## src/rtl/vga_timing_gen.sv

```systemverilog
// Parametrised VGA raster timing generator with registered sync/blank/RGB
// (one pixel behind X/Y), pixel-clock output and built-in test patterns.
module vga_timing_gen #(
  parameter int unsigned H_ACTIVE = 640,
  parameter int unsigned H_FP     = 16,
  parameter int unsigned H_SYNC   = 96,
  parameter int unsigned H_BP     = 48,
  parameter int unsigned V_ACTIVE = 480,
  parameter int unsigned V_FP     = 10,
  parameter int unsigned V_SYNC   = 2,
  parameter int unsigned V_BP     = 33,
  parameter bit          HS_POL   = 1'b0,
  parameter bit          VS_POL   = 1'b0,
  parameter int unsigned CLK_DIV  = 2,
  parameter int unsigned X_W      = 10,
  parameter int unsigned Y_W      = 10
) (
  input  logic           CLK50MHZ,
  input  logic           RST,
  input  logic           EN,
  input  logic [1:0]     PATTERN,
  input  logic [7:0]     PIX_R,
  input  logic [7:0]     PIX_G,
  input  logic [7:0]     PIX_B,
  output logic [X_W-1:0] X,
  output logic [Y_W-1:0] Y,
  output logic           PIX_REQ,
  output logic           LINE_START,
  output logic           FRAME_START,
  output logic           VGA_HS,
  output logic           VGA_VS,
  output logic           VGA_BLANK_N,
  output logic           VGA_CLK_OUT,
  output logic [7:0]     VGA_R,
  output logic [7:0]     VGA_G,
  output logic [7:0]     VGA_B
);

  localparam int unsigned H_TOTAL = H_ACTIVE + H_FP + H_SYNC + H_BP;
  localparam int unsigned V_TOTAL = V_ACTIVE + V_FP + V_SYNC + V_BP;
  localparam int unsigned D_W     = (CLK_DIV > 2) ? $clog2(CLK_DIV) : 1;

  localparam logic [X_W-1:0] H_ACT_X  = X_W'(H_ACTIVE);
  localparam logic [X_W-1:0] H_SS_X   = X_W'(H_ACTIVE + H_FP);
  localparam logic [X_W-1:0] H_SE_X   = X_W'(H_ACTIVE + H_FP + H_SYNC);
  localparam logic [X_W-1:0] H_LAST_X = X_W'(H_TOTAL - 1);
  localparam logic [X_W-1:0] BAR_X    = X_W'(H_ACTIVE / 8);
  localparam logic [Y_W-1:0] V_ACT_Y  = Y_W'(V_ACTIVE);
  localparam logic [Y_W-1:0] V_SS_Y   = Y_W'(V_ACTIVE + V_FP);
  localparam logic [Y_W-1:0] V_SE_Y   = Y_W'(V_ACTIVE + V_FP + V_SYNC);
  localparam logic [Y_W-1:0] V_LAST_Y = Y_W'(V_TOTAL - 1);
  localparam logic [D_W-1:0] DIV_LAST = D_W'(CLK_DIV - 1);
  localparam logic [D_W-1:0] DIV_HALF = D_W'(CLK_DIV / 2);

  logic [D_W-1:0] div_q, div_d;
  logic [X_W-1:0] x_q, x_d;
  logic [Y_W-1:0] y_q, y_d;
  logic           hs_q, hs_d;
  logic           vs_q, vs_d;
  logic           blank_n_q, blank_n_d;
  logic [23:0]    rgb_q, rgb_d;

  logic           tick;
  logic           active;
  logic           h_sync_act;
  logic           v_sync_act;
  logic [2:0]     bar;
  logic [23:0]    pat_rgb;

  assign tick       = EN && (div_q == DIV_LAST);
  assign active     = (x_q < H_ACT_X) && (y_q < V_ACT_Y);
  assign h_sync_act = (x_q >= H_SS_X) && (x_q < H_SE_X);
  assign v_sync_act = (y_q >= V_SS_Y) && (y_q < V_SE_Y);

  always_comb begin
    bar = 3'(x_q / BAR_X);
    case (PATTERN)
      2'd0:    pat_rgb = {PIX_R, PIX_G, PIX_B};
      2'd1:    pat_rgb = {{8{bar[2]}}, {8{bar[1]}}, {8{bar[0]}}};
      2'd2:    pat_rgb = (x_q[5] ^ y_q[5]) ? '1 : '0;
      default: pat_rgb = '1;
    endcase
  end

  always_comb begin
    div_d     = div_q;
    x_d       = x_q;
    y_d       = y_q;
    hs_d      = hs_q;
    vs_d      = vs_q;
    blank_n_d = blank_n_q;
    rgb_d     = rgb_q;
    if (!EN) begin
      div_d     = '0;
      x_d       = '0;
      y_d       = '0;
      hs_d      = ~HS_POL;
      vs_d      = ~VS_POL;
      blank_n_d = 1'b0;
      rgb_d     = '0;
    end else begin
      div_d = tick ? '0 : div_q + D_W'(1);
      if (tick) begin
        if (x_q == H_LAST_X) begin
          x_d = '0;
          y_d = (y_q == V_LAST_Y) ? '0 : y_q + Y_W'(1);
        end else begin
          x_d = x_q + X_W'(1);
        end
        // Video path samples the pre-increment position so it stays aligned with sync.
        hs_d      = h_sync_act ? HS_POL : ~HS_POL;
        vs_d      = v_sync_act ? VS_POL : ~VS_POL;
        blank_n_d = active;
        rgb_d     = active ? pat_rgb : '0;
      end
    end
  end

  always_ff @(posedge CLK50MHZ or posedge RST) begin
    if (RST) begin
      div_q     <= '0;
      x_q       <= '0;
      y_q       <= '0;
      hs_q      <= ~HS_POL;
      vs_q      <= ~VS_POL;
      blank_n_q <= 1'b0;
      rgb_q     <= '0;
    end else begin
      div_q     <= div_d;
      x_q       <= x_d;
      y_q       <= y_d;
      hs_q      <= hs_d;
      vs_q      <= vs_d;
      blank_n_q <= blank_n_d;
      rgb_q     <= rgb_d;
    end
  end

  assign X           = x_q;
  assign Y           = y_q;
  // Gated by RST so the request is low while reset holds the counters at (0,0).
  assign PIX_REQ     = EN && !RST && active;
  assign LINE_START  = tick && (x_q == '0);
  assign FRAME_START = tick && (x_q == '0) && (y_q == '0);
  assign VGA_HS      = hs_q;
  assign VGA_VS      = vs_q;
  assign VGA_BLANK_N = blank_n_q;
  assign VGA_CLK_OUT = (div_q >= DIV_HALF);
  assign VGA_R       = rgb_q[23:16];
  assign VGA_G       = rgb_q[15:8];
  assign VGA_B       = rgb_q[7:0];

endmodule

```

## config.mk

```make
export PLATFORM = sky130hd
export DESIGN_NAME = vga_timing_gen
export DESIGN_NICKNAME = d
export VERILOG_FILES = /design/src/rtl/vga_timing_gen.sv
export SDC_FILE = /design/constraint.sdc
export NUM_CORES = 1
export LEC_CHECK = 0
export CAP_MARGIN = 20
export CORE_ASPECT_RATIO = 1.4
export CORE_UTILIZATION = 50
export DETAILED_ROUTE_END_ITERATION = 6
export PLACE_DENSITY = 0.9
export SLEW_MARGIN = 15
export SYNTH_ARGS = -nofsm -noshare
export SYNTH_HDL_FRONTEND = slang
export SYNTH_SLANG_ARGS = --single-unit
```

## constraint.sdc

```tcl
create_clock -name CLK50MHZ -period 5.8 [get_ports CLK50MHZ]
set_clock_uncertainty 0.15 [all_clocks]
set_input_delay 1.16 -clock CLK50MHZ [delete_from_list [all_inputs] [get_ports CLK50MHZ]]
set_output_delay 1.16 -clock CLK50MHZ [all_outputs]
set_load 0.01 [all_outputs]
```

==> results.py, run 1 <==
metrics = {
    "synthesis": {
        "synth_seq_cells": 48,
        "syn_nets": 291,
        "synth_ff_type": "dfrtp_1",
        "synth_area_um2": 2592,
        "yosys.area.top_type": "dfrtp_1",
        "synth_seq_area_share": 0.4643,
        "yosys_warnings": 0,
        "synth-edff-count": 0,
        "async_flop_share": 1.000,
        "synthTopCellsByArea": "dfrtp_1 44%, a221o_1 6.2%, o21ai_0 5.4%, nand2_1 2.6%, a22oi_1 2.3%",
        "yosysMostFrequentCell": "dfrtp_1",
        "syn_inst": 258,
        "ys_types": 57,
        "yosys.area.top_type_share": 0.4440,
        "syn_area_per_cell_um2": 10.05,
        "synth_common_cells": "46 x dfrtp_1, 28 x o21ai_0, 18 x nand2_1",
    },
    "critical_path": {
        "end_kind": "output port",
        "cp_max_fo": 10,
        "cp-start-kind": "input pin",
        "crit_type": "input pin to output port",
        "arrival_ns": 3.30,
        "worstPathCellList": "clkdlybuf4s50_1 -> and2_1 -> nand3_1 -> nor3_1 -> nor4bb_1 -> clkdlybuf4s50_1",
        "cp.required_ns": 4.49,
        "crit_path_max_incr_delay_ns": 0.72,
        "crit_family": "buffers and inverters",
        "slowest_stage": "clkdlybuf4s50_1",
        "cp_common_cell": "clkdlybuf4s50_1",
        "path_buf_inv": 2,
    },
    "floorplanning": {
        "pin_count": 80,
        "dieArea_um2": 5481,
        "die_x_um": 62.86,
        "floorplan.initialDensity": 0.5272,
        "core_area_um2": 4917,
        "std_cell_rows": 30,
        "die_h_um": 87.20,
    },
    "finish": {
        "drive_gt1_frac": 0.08157,
        "syn_to_final_growth_pct": 36.73,
        "multi_input_area_um2": 1286,
        "insertedDiodeCount": 0,
        "fill_cells": 377,
        "regArea_um2": 1204,
        "layout.nets": 363,
    },
    "flow_run": {
        "maxCapViolations": 0,
    },
    "clock_tree": {
        "clock_sinks": 48,
        "cts-root-buf": "clkbuf_8",
        "cts_tree": "built",
        "htree_levels": 2,
        "cts_buffer_depth": 2,
        "postCtsHoldBufs": 0,
        "insertion_delay_ns": 0.30,
        "cts_resized": 0,
        "cts_buffers": 5,
        "clkTransAtPathRegs_ns": 0.09,
        "post-cts-setup-buffer-count": 0,
    },
    "timing": {
        "setup_viol": 0,
        "worst_pin_slew_ns": 0.7959,
        "tns_ns": 0,
        "rsz0062_at_grt": "false",
        "fin_crit_sh": 0.7949,
        "final_max_slew_viol_count": 0,
        "clock.fmax_mhz": 216.9,
        "period_minus_slack_ns": 4.610,
        "slew_headroom": 0.4676,
        "hold_viol": 0,
    },
    "grt": {
        "grt_pass1_wl_um": 10990,
        "grt_use_total": 0.2555,
        "antenna_found_initial": 0,
        "grt_pass1_vias": 2384,
        "grt_max_degree": 49,
        "gr-total-overflow": 0,
    },
    "place": {
        "dp_hpwl_um": 4676,
        "globalplace.congestion": 0.8168,
        "io_buffers": 79,
    },
    "drt": {
        "totalWireLength_um": 6641,
        "drtPass1Iterations": 5,
        "vias": 2391,
        "routedWlPerCell_um": 16.81,
        "vias_per_cell": 6.053,
        "ant_nets": 0,
        "drt_iter0_drc": 149,
        "drc_errors": 0,
    },
    "pwr": {
        "p_leak_nw": 1.412,
        "vdd_ir_drop_max_mv": 0.1320,
        "finalPower_uw": 715.0,
        "powerDensity_nw_per_um2": 201.7,
    },
    "run_status": {
        "status": "completed",
    },
    "min_path": {
        "hold_class": "flop to flop",
    },
}
[layout by cell type (no fill, tap or decap), drive strengths merged, types with 3 or more instances in the layout]
master         synthesis  final
and3                   3      3
o31ai                  5      5
a22oi                  8      8
clkdlybuf4s50          0     79
nand4                  6      6
a21oi                  5      5
nand3                  8      8
a31oi                  3      3
dfrtp                 46     46
nor3b                  3      3
xnor2                  3      3
buf                    9      3
nand2                 18     18
a221o                 16     16
clkbuf                 8      5
nor2                  11     11
o41ai                  3      3
nand2b                 7      7
inv                    8      8
nand3b                 4      4
o21ai                 31     31
ha                     4      4
or2                    3      3
nor2b                  7      7
and2                   4      4
xor2                   4      4
[worst paths after layout]
| check | cells after the start | end | slack [ns] | start |
|---|---|---|---|---|
| max | 6 | FRAME_START | 1.19 | EN |
| min reg2reg | 2 | VGA_BLANK_N | 0.36 | VGA_BLANK_N |
| max in group asynchronous | 3 | VGA_VS | 3.81 | RST |
| min | 2 | VGA_BLANK_N | 0.36 | VGA_BLANK_N |
| min in group asynchronous | 2 | rgb_q[13] | 1.11 | RST |
| max reg2reg | 4 | rgb_q[15] | 3.28 | X[7] |
[sequential cells by signal (all words and copies together) (netlist names)]
| name | flops |
|---|---|
| rgb_q | 24 |
| VGA_BLANK_N | 1 |
| Y | 10 |
| VGA_VS | 1 |
| VGA_HS | 1 |
| div_q | 1 |
| X | 10 |
[where the power goes]
| part | leakage, nW | switching, mW | internal [mW] | total, mW |
|---|---|---|---|---|
| Clock | 0.0541 | 0.112 | 0.128 | 0.240 |
| Sequential | 0.649 | 0.0133 | 0.348 | 0.361 |
| Combinational | 0.709 | 0.0506 | 0.0634 | 0.114 |
| Total | 1.41 | 0.176 | 0.539 | 0.715 |
[area by class of cell]
| type | instances | area share |
|---|---|---|
| timing repair buffer | 82 | 0.2351 |
| inverter | 8 | 0.008472 |
| tap | 64 | 0.02259 |
| sequential | 48 | 0.3396 |
| clock buffer | 5 | 0.01941 |
| clock inverter | 3 | 0.01200 |
| multi-input combinational | 185 | 0.3629 |
[kinds of logic after synthesis]
| logic type | Yosys count | share of synthesized area |
|---|---|---|
| buf+inv | 25 | 0.04054 |
| mux | 2 | 0.007722 |
| fa+ha+maj | 4 | 0.01931 |
| compound gates | 85 | 0.2490 |
| xor+xnor | 7 | 0.02365 |
| flops | 48 | 0.4643 |
| simple gates | 87 | 0.1955 |
[worst min-delay path, stage by stage (launching register included)]
cell and delay (ns):
dfrtp_1 0.37, nand2_1 0.06, nand2_1 0.06
[layer usage]
layer	GRT usage	vias to the layer above	part of all wire	wire length, µm
met5	0	-	0	0
met4	0.1057	0	0.017	112
met3	0.04581	10	0.059	391
met2	0.4713	105	0.52	3458
met1	0.2890	1166	0.40	2678
li1	-	1110	-	-
[stage by stage]
step | area (µm²) | worst slack (ns) | hold slack (ns) | util | std cells
after floorplan | 2592 | 2.100 | 0.3620 | - | 258
after global placement | 3406 | 1.244 | 0.3142 | 0.6926 | 386
after detailed placement | 3406 | 1.260 | 0.3420 | 0.6926 | 386
after CTS | 3517 | 1.214 | 0.3628 | 0.7153 | 394
after global routing | 3545 | 1.047 | 0.3747 | 0.7209 | 395
final | 3545 | 1.190 | 0.3555 | 0.7209 | 395
Note: power is estimated with default switching activity, not from simulation.
==> inputs of run 2 (changes only) <==
--- a/config.mk
+++ b/config.mk
@@ -7,9 +7,9 @@
 export LEC_CHECK = 0
 export CAP_MARGIN = 20
 export CORE_ASPECT_RATIO = 1.4
-export CORE_UTILIZATION = 50
+export CORE_UTILIZATION = 47
 export DETAILED_ROUTE_END_ITERATION = 6
-export PLACE_DENSITY = 0.9
+export PLACE_DENSITY = 0.85
 export SLEW_MARGIN = 15
 export SYNTH_ARGS = -nofsm -noshare
 export SYNTH_HDL_FRONTEND = slang
==> constraint.sdc (replaced) <==
create_clock -name CLK50MHZ -period 4.8 [get_ports CLK50MHZ]
set_clock_uncertainty 0.15 [all_clocks]
set_input_delay 0.96 -clock CLK50MHZ [delete_from_list [all_inputs] [get_ports CLK50MHZ]]
set_output_delay 0.96 -clock CLK50MHZ [all_outputs]
set_load 0.01 [all_outputs]
==> run 2 against run 1 <==
Global-route usage shrank 1.2 points. Combinational power rose by 20%. Clock power up 19%. Highest routed layer unchanged.
==> results.py, run 2 (same netlist as run 1, synthesis figures left out) <==
metrics = {
    "run_status": {
        "status": "completed",
    },
    "timing": {
        "hold_viol": 0,
        "fin_crit_sh": 0.8452,
        "worst_pin_slew_ns": 0.7756,
        "slew_headroom": 0.4812,
        "rsz0062_at_grt": "false",
        "period_minus_slack_ns": 4.057,
        "finalWorstSetupSlack_ns": 0.7433,
        "tns_ns": 0,
        "clock.fmax_mhz": 246.5,
        "final_max_slew_viol_count": 0,
        "setup_viol": 0,
        "whs_ns": 0.3429,
    },
    "place": {
        "globalplace.congestion": 0.7843,
        "io_buffers": 79,
        "place_ws_ns": 0.7940,
        "placed_area_um2": 3416,
        "dp_hpwl_um": 4741,
    },
    "floorplanning": {
        "die_x_um": 64.77,
        "std_cell_rows": 31,
        "die_h_um": 89.88,
        "floorplan.initialDensity": 0.4951,
        "core_area_um2": 5236,
        "dieArea_um2": 5821,
        "pin_count": 80,
    },
    "clock_tree": {
        "cts_buffer_depth": 2,
        "cts_resized": 0,
        "insertion_delay_ns": 0.30,
        "cts_buffers": 5,
        "cts-root-buf": "clkbuf_8",
        "htree_levels": 2,
        "postCtsHoldBufs": 0,
        "post-cts-setup-buffer-count": 0,
        "cts_tree": "built",
        "clock_sinks": 48,
        "clkTransAtPathRegs_ns": 0.08,
    },
    "critical_path": {
        "cp_common_cell": "clkdlybuf4s50_1",
        "end_kind": "output port",
        "rrSetupSlack_ns": 2.28,
        "path_buf_inv": 3,
        "cp-start-kind": "input pin",
        "reg2regPathDepth": 4,
        "crit_path_max_incr_delay_ns": 0.59,
        "arrival_ns": 2.95,
        "crit_type": "input pin to output port",
        "cp_num_cells": 7,
        "worstReg2RegStart": "X[7]",
        "r2r_end": "rgb_q[14]",
        "crit_path_start": "EN",
        "cp_max_fo": 10,
        "cp.required_ns": 3.69,
        "slowest_stage": "clkdlybuf4s50_1",
        "worstPathCellList": "clkdlybuf4s50_1 -> buf_4 -> and2_1 -> nand3_1 -> nor3_1 -> nor4bb_1 -> clkdlybuf4s50_1",
        "crit_family": "buffers and inverters",
        "crit_path_end": "FRAME_START",
    },
    "drt": {
        "drtPass1Iterations": 4,
        "vias_per_cell": 5.940,
        "ant_nets": 0,
        "routedWlPerCell_um": 16.53,
        "drt_iter0_drc": 91,
        "drc_errors": 0,
        "totalWireLength_um": 6580,
        "vias": 2364,
    },
    "finish": {
        "fill_cells": 427,
        "multi_input_area_um2": 1286,
        "design_area_um2": 3543,
        "layout.nets": 364,
        "layout_commonest_cell": "clkdlybuf4s50_1",
        "syn_to_final_growth_pct": 36.68,
        "final_core_util": 0.6767,
        "insertedDiodeCount": 0,
        "regArea_um2": 1204,
        "largest_reg_flops": 24,
        "layout_common_cells": "79 x clkdlybuf4s50_1, 46 x dfrtp_1, 28 x o21ai_0",
        "drive_gt1_frac": 0.08133,
        "top_register": "rgb_q",
    },
    "grt": {
        "antenna_found_initial": 0,
        "grt_pass1_wl_um": 11110,
        "gr-total-overflow": 0,
        "grt_max_degree": 49,
        "grt_use_total": 0.2438,
        "grt_pass1_vias": 2235,
    },
    "pwr": {
        "vdd_ir_drop_max_mv": 0.1800,
        "p_leak_nw": 1.415,
        "powerDensity_nw_per_um2": 242.4,
    },
    "flow_run": {
        "maxCapViolations": 0,
    },
    "min_path": {
        "min-delay-start": "VGA_BLANK_N",
        "hold_class": "flop to flop",
    },
}
run 2: routing by layer:
| layer | routed length (µm) | vias up | GRT usage |
|---|---|---|---|
| met3 | 357 | 13 | 0.04061 |
| met5 | 0 | - | 0 |
| met4 | 159 | 0 | 0.09630 |
| met2 | 3324 | 97 | 0.4271 |
| met1 | 2739 | 1141 | 0.2886 |
| li1 | - | 1113 | - |
run 2: stage by stage:
stage / power, mW / std cells
detailed placement: 0.5807 / 389
CTS: 0.8632 / 397
floorplan: 0.5035 / 258
finish: 0.8590 / 398
global placement: 0.5768 / 389
global route: 0.8955 / 398
run 2: area by class of cell:
cell class / instances / area share
multi-input combinational: 185 / 0.3630
clock buffer: 6 / 0.02048
inverter: 8 / 0.008475
clock inverter: 2 / 0.009887
timing repair buffer: 83 / 0.2352
sequential: 48 / 0.3397
tap: 66 / 0.02331
run 2: worst min path at each step:
stage / to / slack (ns) / cells after the start
global route: VGA_BLANK_N / 0.38 / 2
floorplan: VGA_BLANK_N / 0.36 / 2
CTS: VGA_BLANK_N / 0.34 / 2
finish: VGA_BLANK_N / 0.34 / 2
detailed placement: VGA_BLANK_N / 0.32 / 2
global placement: VGA_BLANK_N / 0.31 / 2
run 2: report_power, final:
part | total (mW) | switching, mW | internal (mW)
sequential | 0.437 | 0.0168 | 0.421
clock | 0.285 | 0.130 | 0.155
combinational | 0.137 | 0.0604 | 0.0767
total | 0.859 | 0.207 | 0.652
run 2: worst min-delay path, delay by kind of cell (launching register included):
kind | cells | cell delay, ns
flops | 1 | 0.36
simple gates | 2 | 0.10
